--- src/rtl/reg_bank_if.sv ---
// Bus bundle for the 16x16 register file: one write port from the writeback mux,
// two read ports toward the ALU operand paths, and the status flags.
interface reg_bank_if;
   logic [15:0] mux_data;
   logic [3:0]  mux_data_addr;
   logic        mux_data_write;
   logic [3:0]  a_addr;
   logic        a_read;
   logic [3:0]  b_addr;
   logic        b_read;
   logic [15:0] a_data;
   logic [15:0] b_data;
   logic [2:0]  flag;

   modport master (
      output mux_data, mux_data_addr, mux_data_write,
      output a_addr, a_read, b_addr, b_read,
      input  a_data, b_data, flag
   );

   modport slave (
      input  mux_data, mux_data_addr, mux_data_write,
      input  a_addr, a_read, b_addr, b_read,
      output a_data, b_data, flag
   );
endinterface

--- src/rtl/reg_bank.sv ---
// Sixteen-entry, 16-bit register file: one synchronous write port, two registered
// read ports with write-to-read bypass, and registered status flags.
module reg_bank (
   input logic       CLK,
   input logic       RST,
   reg_bank_if.slave bus
);
   localparam int unsigned DEPTH = 16;

   logic [15:0] regs [DEPTH];
   logic [15:0] a_next;
   logic [15:0] b_next;
   logic        a_hit;
   logic        b_hit;

   // A read of the address being written this edge must see the incoming value.
   always_comb begin
      a_hit  = bus.mux_data_write && (bus.mux_data_addr == bus.a_addr);
      b_hit  = bus.mux_data_write && (bus.mux_data_addr == bus.b_addr);
      a_next = regs[bus.a_addr];
      b_next = regs[bus.b_addr];
      if (a_hit) a_next = bus.mux_data;
      if (b_hit) b_next = bus.mux_data;
   end

   // NOTE: the array is reset on purpose (R0-R15 must read zero after reset); that
   // keeps it in flops rather than a RAM macro, which is fine at 16 entries.
   always_ff @(posedge CLK or posedge RST) begin
      if (RST) begin
         for (int i = 0; i < DEPTH; i++) regs[i] <= '0;
      end else if (bus.mux_data_write) begin
         // NOTE: non-blocking so every reader this edge samples the pre-edge contents.
         regs[bus.mux_data_addr] <= bus.mux_data;
      end
   end

   always_ff @(posedge CLK or posedge RST) begin
      if (RST) begin
         bus.a_data <= '0;
         bus.b_data <= '0;
         bus.flag   <= '0;
      end else begin
         if (bus.a_read) bus.a_data <= a_next;
         if (bus.b_read) bus.b_data <= b_next;
         bus.flag <= {bus.mux_data_write, bus.a_read, bus.b_read};
      end
   end
endmodule

--- src/flat_wrapper.sv ---
// flat-port wrapper written by rule: the top's interface ports become plain ports
module reg_bank_flat 
  (CLK, RST, bus_mux_data, bus_mux_data_addr, bus_mux_data_write, bus_a_addr, bus_a_read, bus_b_addr, bus_b_read, bus_a_data, bus_b_data, bus_flag);
  reg_bank_if bus_i ();
  input logic CLK;
  input logic RST;
  input wire logic [$bits(bus_i.mux_data)-1:0] bus_mux_data;
  input wire logic [$bits(bus_i.mux_data_addr)-1:0] bus_mux_data_addr;
  input wire logic [$bits(bus_i.mux_data_write)-1:0] bus_mux_data_write;
  input wire logic [$bits(bus_i.a_addr)-1:0] bus_a_addr;
  input wire logic [$bits(bus_i.a_read)-1:0] bus_a_read;
  input wire logic [$bits(bus_i.b_addr)-1:0] bus_b_addr;
  input wire logic [$bits(bus_i.b_read)-1:0] bus_b_read;
  output wire logic [$bits(bus_i.a_data)-1:0] bus_a_data;
  output wire logic [$bits(bus_i.b_data)-1:0] bus_b_data;
  output wire logic [$bits(bus_i.flag)-1:0] bus_flag;
  assign bus_i.mux_data = bus_mux_data;
  assign bus_i.mux_data_addr = bus_mux_data_addr;
  assign bus_i.mux_data_write = bus_mux_data_write;
  assign bus_i.a_addr = bus_a_addr;
  assign bus_i.a_read = bus_a_read;
  assign bus_i.b_addr = bus_b_addr;
  assign bus_i.b_read = bus_b_read;
  assign bus_a_data = bus_i.a_data;
  assign bus_b_data = bus_i.b_data;
  assign bus_flag = bus_i.flag;
  reg_bank u_core (.CLK(CLK), .RST(RST), .bus(bus_i));
endmodule
--- config.mk ---
export PLATFORM = sky130hd
export DESIGN_NAME = reg_bank_flat
export DESIGN_NICKNAME = d
export VERILOG_FILES = /design/src/rtl/reg_bank_if.sv /design/src/rtl/reg_bank.sv /design/src/flat_wrapper.sv
export SDC_FILE = /design/constraint.sdc
export NUM_CORES = 1
export LEC_CHECK = 0
export BUFFER_PORTS_ARGS = -buffer_cell sky130_fd_sc_hd__buf_4
export CORE_MARGIN = 2
export CORE_UTILIZATION = 50
export CTS_BUF_LIST = sky130_fd_sc_hd__clkbuf_4 sky130_fd_sc_hd__clkbuf_8
export DETAILED_ROUTE_END_ITERATION = 8
export GPL_ROUTABILITY_DRIVEN = 0
export PLACE_DENSITY = 0.7
export SYNTH_ARGS = -nofsm -noshare
export SYNTH_HDL_FRONTEND = slang
export SYNTH_SLANG_ARGS = --single-unit
--- constraint.sdc ---
create_clock -name CLK -period 21.5 [get_ports CLK]
set_input_delay 2.15 -clock CLK [delete_from_list [all_inputs] [get_ports CLK]]
set_output_delay 2.15 -clock CLK [all_outputs]
set_load 0.01 [all_outputs]
Word level (Yosys, flattened, before mapping) --
Cells that the tools add are included.
Operators by class: magnitude comparators 4, equality and inequality tests 2, multiplexer cells 11, bitwise gates (word level) 3, reductions and logical operators 3
Operators with widths (count):
- bitwise mux 256 bit | 1
- binary-select mux 16 bit (select 4 bit) | 2
- 2-to-1 mux 16 bit | 7
- demux 16 bit (select 4 bit) | 1
- greater-or-equal comparator 5 bit (second input constant) | 3
- NOT 4 -> 5 bit | 3
- equality test 4 bit | 2
- less-than comparator 5 x 1 -> 1 bit (second input constant) | 1
- logical AND 1 bit | 3
Storage, ports and cells: register bits after elaboration 291, bits of input ports 33, output and inout port bits 35, logic and storage cells 42

Depth between registers and ports, before layout --
depth after elaboration 6, depth in mapped cells 7, depth with buffers taken out 4

Worst setup path after synthesis --
Ideal clock, no wire load.
kind input-to-reg, start point in bus_a_addr[0], end point reg u_core.bus.a_data[11], arrival 3360 ps, data required time 21363 ps, path slack 18004 ps, stages on the path 6, path buffers 3, path through buf_2 buf_6 buf_6 mux4_2 o21ai_0 a31oi_1
Between the ends: longest elaborated chain between the ends 5, elaborated cells between the ends (all ways) 7, classes of those cells eq/ne (1); mux (4); bitwise (1); reduce/logical (1)
RTL lines:
- start: declaration | line flat_wrapper.sv:10 | input wire logic [$bits(bus_i.a_addr)-1:0] bus_a_addr;
- NOT 4 -> 5 bit (implied by the code) | line reg_bank.sv:20 | a_next = regs[bus.a_addr];
- binary-select mux 16 bit (select 4 bit) | line reg_bank.sv:20
- 2-to-1 mux 16 bit (implied by the code) (2 in series) | line reg_bank.sv:20
- 2-to-1 mux 16 bit * | line reg_bank.sv:22 | if (a_hit) a_next = bus.mux_data;
- end signal: assignment | line reg_bank.sv:43 | if (bus.a_read) bus.a_data <= a_next;
- end: declaration | line reg_bank_if.sv:24 | output a_data, b_data, flag
Mark *: on every way between the ends. The rest lies on a longest branch, timed or not. The select of a mux whose other input is x is not followed. A chain may end at the register's enable or synchronous reset.

Worst setup path after layout --
start point in bus_b_addr[1], end point reg u_core.bus.b_data[10]
Between the ends: longest elaborated chain between the ends 5, elaborated cells between the ends (all ways) 7, classes of those cells eq/ne (1); mux (4); bitwise (1); reduce/logical (1)
RTL lines:
- start: declaration | line flat_wrapper.sv:12 | input wire logic [$bits(bus_i.b_addr)-1:0] bus_b_addr;
- NOT 4 -> 5 bit (implied by the code) | line reg_bank.sv:21 | b_next = regs[bus.b_addr];
- binary-select mux 16 bit (select 4 bit) | line reg_bank.sv:21
- 2-to-1 mux 16 bit (implied by the code) (2 in series) | line reg_bank.sv:21
- 2-to-1 mux 16 bit * | line reg_bank.sv:23 | if (b_hit) b_next = bus.mux_data;
- end signal: assignment | line reg_bank.sv:44 | if (bus.b_read) bus.b_data <= b_next;
- end: declaration | line reg_bank_if.sv:24
Marks and branches as above.

==> flow_metrics.py <==
metrics = {
    "detailed_routing": {
        "dr.pass1.iters": 5,
        "ant_nets": 0,
        "routed_wirelength_microns": 43620,
        "drtIter0Drc": 948,
        "wl_per_cell_microns": 26.48,
        "drc_errors": 0,
        "vias_per_cell": 6.491,
        "vias": 10691,
    },
    "layout": {
        "fin_cells": 1647,
        "area_growth_pct": 9.385,
        "drive_gt1_frac": 0.3528,
        "seq_area_sq_um": 7282,
        "final_cell_mix": "291 x dfrtp_1, 192 x mux2_2, 130 x nand2_1, 126 x o21ai_0, 86 x buf_4",
        "final_common_cell": "dfrtp_1",
        "nFillCells": 2492,
        "final_nets": 1258,
        "multi_input_area_sq_um": 7445,
        "fin_util": 0.5530,
        "design_area_sq_um": 16870,
    },
    "floorplan": {
        "rows": 64,
        "initial_core_util": 0.5056,
        "die_area_sq_um": 32270,
        "core_sq_um": 30510,
        "die_y_microns": 179.6,
        "die_w_microns": 179.6,
        "io_pins": 68,
    },
    "yosys": {
        "synth-xor-area-share": 0.004543,
        "ys_async_sr_fraction": 1.000,
        "synth_seq_cells": 291,
        "syn-instance-count": 1204,
        "synth_top_family_by_area": "multiplexers",
        "seq_area_frac_synth": 0.4721,
        "synth-edff-count": 0,
        "postSynthAreaPerCell_sq_um": 12.81,
        "syn_nets": 1237,
        "ys_types": 32,
        "synth_compound_area_frac": 0.09491,
        "synthesis.area_sq_um": 15420,
        "yosys-mux-area-fraction": 0.3282,
        "synth-adder-area-share": 0,
        "ys.flop_type": "dfrtp_1",
        "yosys.area_share.simple": 0.05273,
        "yosysWarnings": 0,
    },
    "sta": {
        "finalSetupViolations": 0,
        "min_period_over_period": 0.2039,
        "tightest_slew_ns": 1.149,
        "fin_crit_ns": 4.384,
        "fin_skew_ns": 0.02082,
        "grt_setup_unrepaired": "no",
        "slew_violations": 0,
        "maxSlewHeadroom": 0.2298,
        "finalSetupTns_ns": 0,
        "hold_viol": 0,
        "fmax_mhz": 228.1,
    },
    "worst_setup_path": {
        "worst_path_max_delay_cell": "nor3_4",
        "worstPathRequired_ns": 21.97,
        "worst-path-max-fanout": 51,
        "path_buf_inv": 1,
        "worstPathCellList": "buf_4, xor2_1, nor3_4, a21boi_2, a31oi_1",
        "crit_type": "primary input to register",
        "arrival_ns": 4.86,
        "start_kind": "primary input",
        "worstSetupEndpointType": "register",
        "cp_top_family": "simple AND/OR/NAND/NOR gates",
        "slowest_delay_ns": 0.89,
    },
    "status": {
        "status": "finished clean",
    },
    "clocking": {
        "htreeDepth": 2,
        "post_cts_buffers": 0,
        "clockRootBuffer": "clkbuf_8",
        "cts_tree": "yes",
        "clock_path_buffers": 3,
        "clkTransAtPathRegs_ns": 0.06,
        "insertion_delay_ns": 0.57,
        "cts_resized": 0,
        "cts_hold_buffers": 0,
        "numCtsBuffers": 49,
        "numClockSinks": 291,
    },
    "grt": {
        "grt_max_degree": 161,
        "grt_pass1_vias": 10866,
        "antenna_found_initial": 1,
        "grt_use_total": 0.2703,
        "grt_pass1_wl_microns": 66840,
        "overflow": 0,
    },
    "place": {
        "port_buffers": 67,
        "placedInstanceArea_sq_um": 15960,
        "dp_hpwl_microns": 24870,
        "placedCellCount": 1570,
    },
    "power": {
        "p_per_area_nw_per_um2": 93.69,
        "p_leak_nw": 7.501,
        "irDropWorstVdd_uv": 48.27,
    },
    "worst_hold_path": {
        "min_path_type": "register to register",
    },
    "run": {
        "maxCapViolations": 0,
    },
}
## area by class of cell
| type | instances | area share |
|---|---|---|
| Antenna cell | 1 | 0.0001483 |
| Clock buffer | 73 | 0.05287 |
| Inverter | 18 | 0.004449 |
| Clock inverter | 3 | 0.0008899 |
| Timing Repair Buffer | 87 | 0.03945 |
| Sequential cell | 291 | 0.4316 |
| Tap cell | 396 | 0.02937 |
| Multi-Input combinational cell | 778 | 0.4412 |
## power by group
group | switching (mW) | internal (mW)
Sequential | 0.0958 | 0.667
Combinational | 0.145 | 0.197
Clock | 0.216 | 0.260
## path summary, 6_finish.rpt
check                                 startpoint               endpoint  slack [ns]  cells past startpoint
worst min-delay path            u_core.regs[188]       u_core.regs[188]        0.51                      2
worst max register to register   u_core.regs[46]  u_core.bus.b_data[14]       19.96                      4
min in group asynchronous                    RST        u_core.regs[31]        1.78                      2
worst min register to register  u_core.regs[188]       u_core.regs[188]        0.51                      2
worst max-delay path               bus_b_addr[1]  u_core.bus.b_data[10]       17.12                      5
max in group asynchronous                    RST   u_core.bus.a_data[7]       18.25                      3
## sequential cells by signal, indices dropped and copies added (netlist names)
| signal | cells |
|---|---|
| u_core.bus.b_data | 16 |
| u_core.regs | 256 |
| u_core.bus.a_data | 16 |
| u_core.bus.flag | 3 |
## cells in the mapped netlist (18+ instances only)
| master | instances | share of area |
|---|---|---|
| a221oi_1 | 32 | 0.018 |
| a31oi_1 | 32 | 0.013 |
| a41o_1 | 32 | 0.021 |
| buf_2 | 30 | 0.0097 |
| clkbuf_1 | 50 | 0.012 |
| dfrtp_1 | 291 | 0.47 |
| inv_1 | 18 | 0.0044 |
| mux2_2 | 192 | 0.14 |
| mux2i_1 | 64 | 0.042 |
| mux4_1 | 26 | 0.044 |
| mux4_2 | 70 | 0.10 |
| nand2_1 | 130 | 0.032 |
| nor2_1 | 34 | 0.0083 |
| o21ai_0 | 126 | 0.041 |
## worst register-to-register path, stage by stage, from the launching register on
cell	delay (ns)
dfrtp_1	0.39
mux4_1	0.51
mux2_2	0.29
nand2_1	0.09
a31oi_1	0.08
## stage by stage
| stage | setup WS (ns) | power [mW] | hold slack [ns] |
|---|---|---|---|
| after floorplan | 11.32 | 1.002 | 0.4609 |
| after global placement | 16.62 | 1.093 | 0.4793 |
| after detailed placement | 16.56 | 1.108 | 0.4890 |
| after CTS | 17.13 | 1.583 | 0.5013 |
| after global routing | 17.01 | 1.655 | 0.5339 |
| final | 17.12 | 1.581 | 0.5055 |
## cells by family after synthesis
logic type | after synthesis
flip-flops | 291
AO/OA/AOI/OAI | 226
multiplexers | 352
XOR/XNOR | 8
AND/OR/NAND/NOR | 192
buffers and inverters | 135
## per-layer routing
metal | part of all wire | vias to the layer above | global-route usage
met5 | 0 | - | 0
met4 | 0.047 | 0 | 0.1226
met3 | 0.078 | 131 | 0.05105
met2 | 0.48 | 483 | 0.4342
met1 | 0.39 | 5528 | 0.3598
li1 | - | 4549 | -
Note: power is estimated with default switching activity, not from simulation.
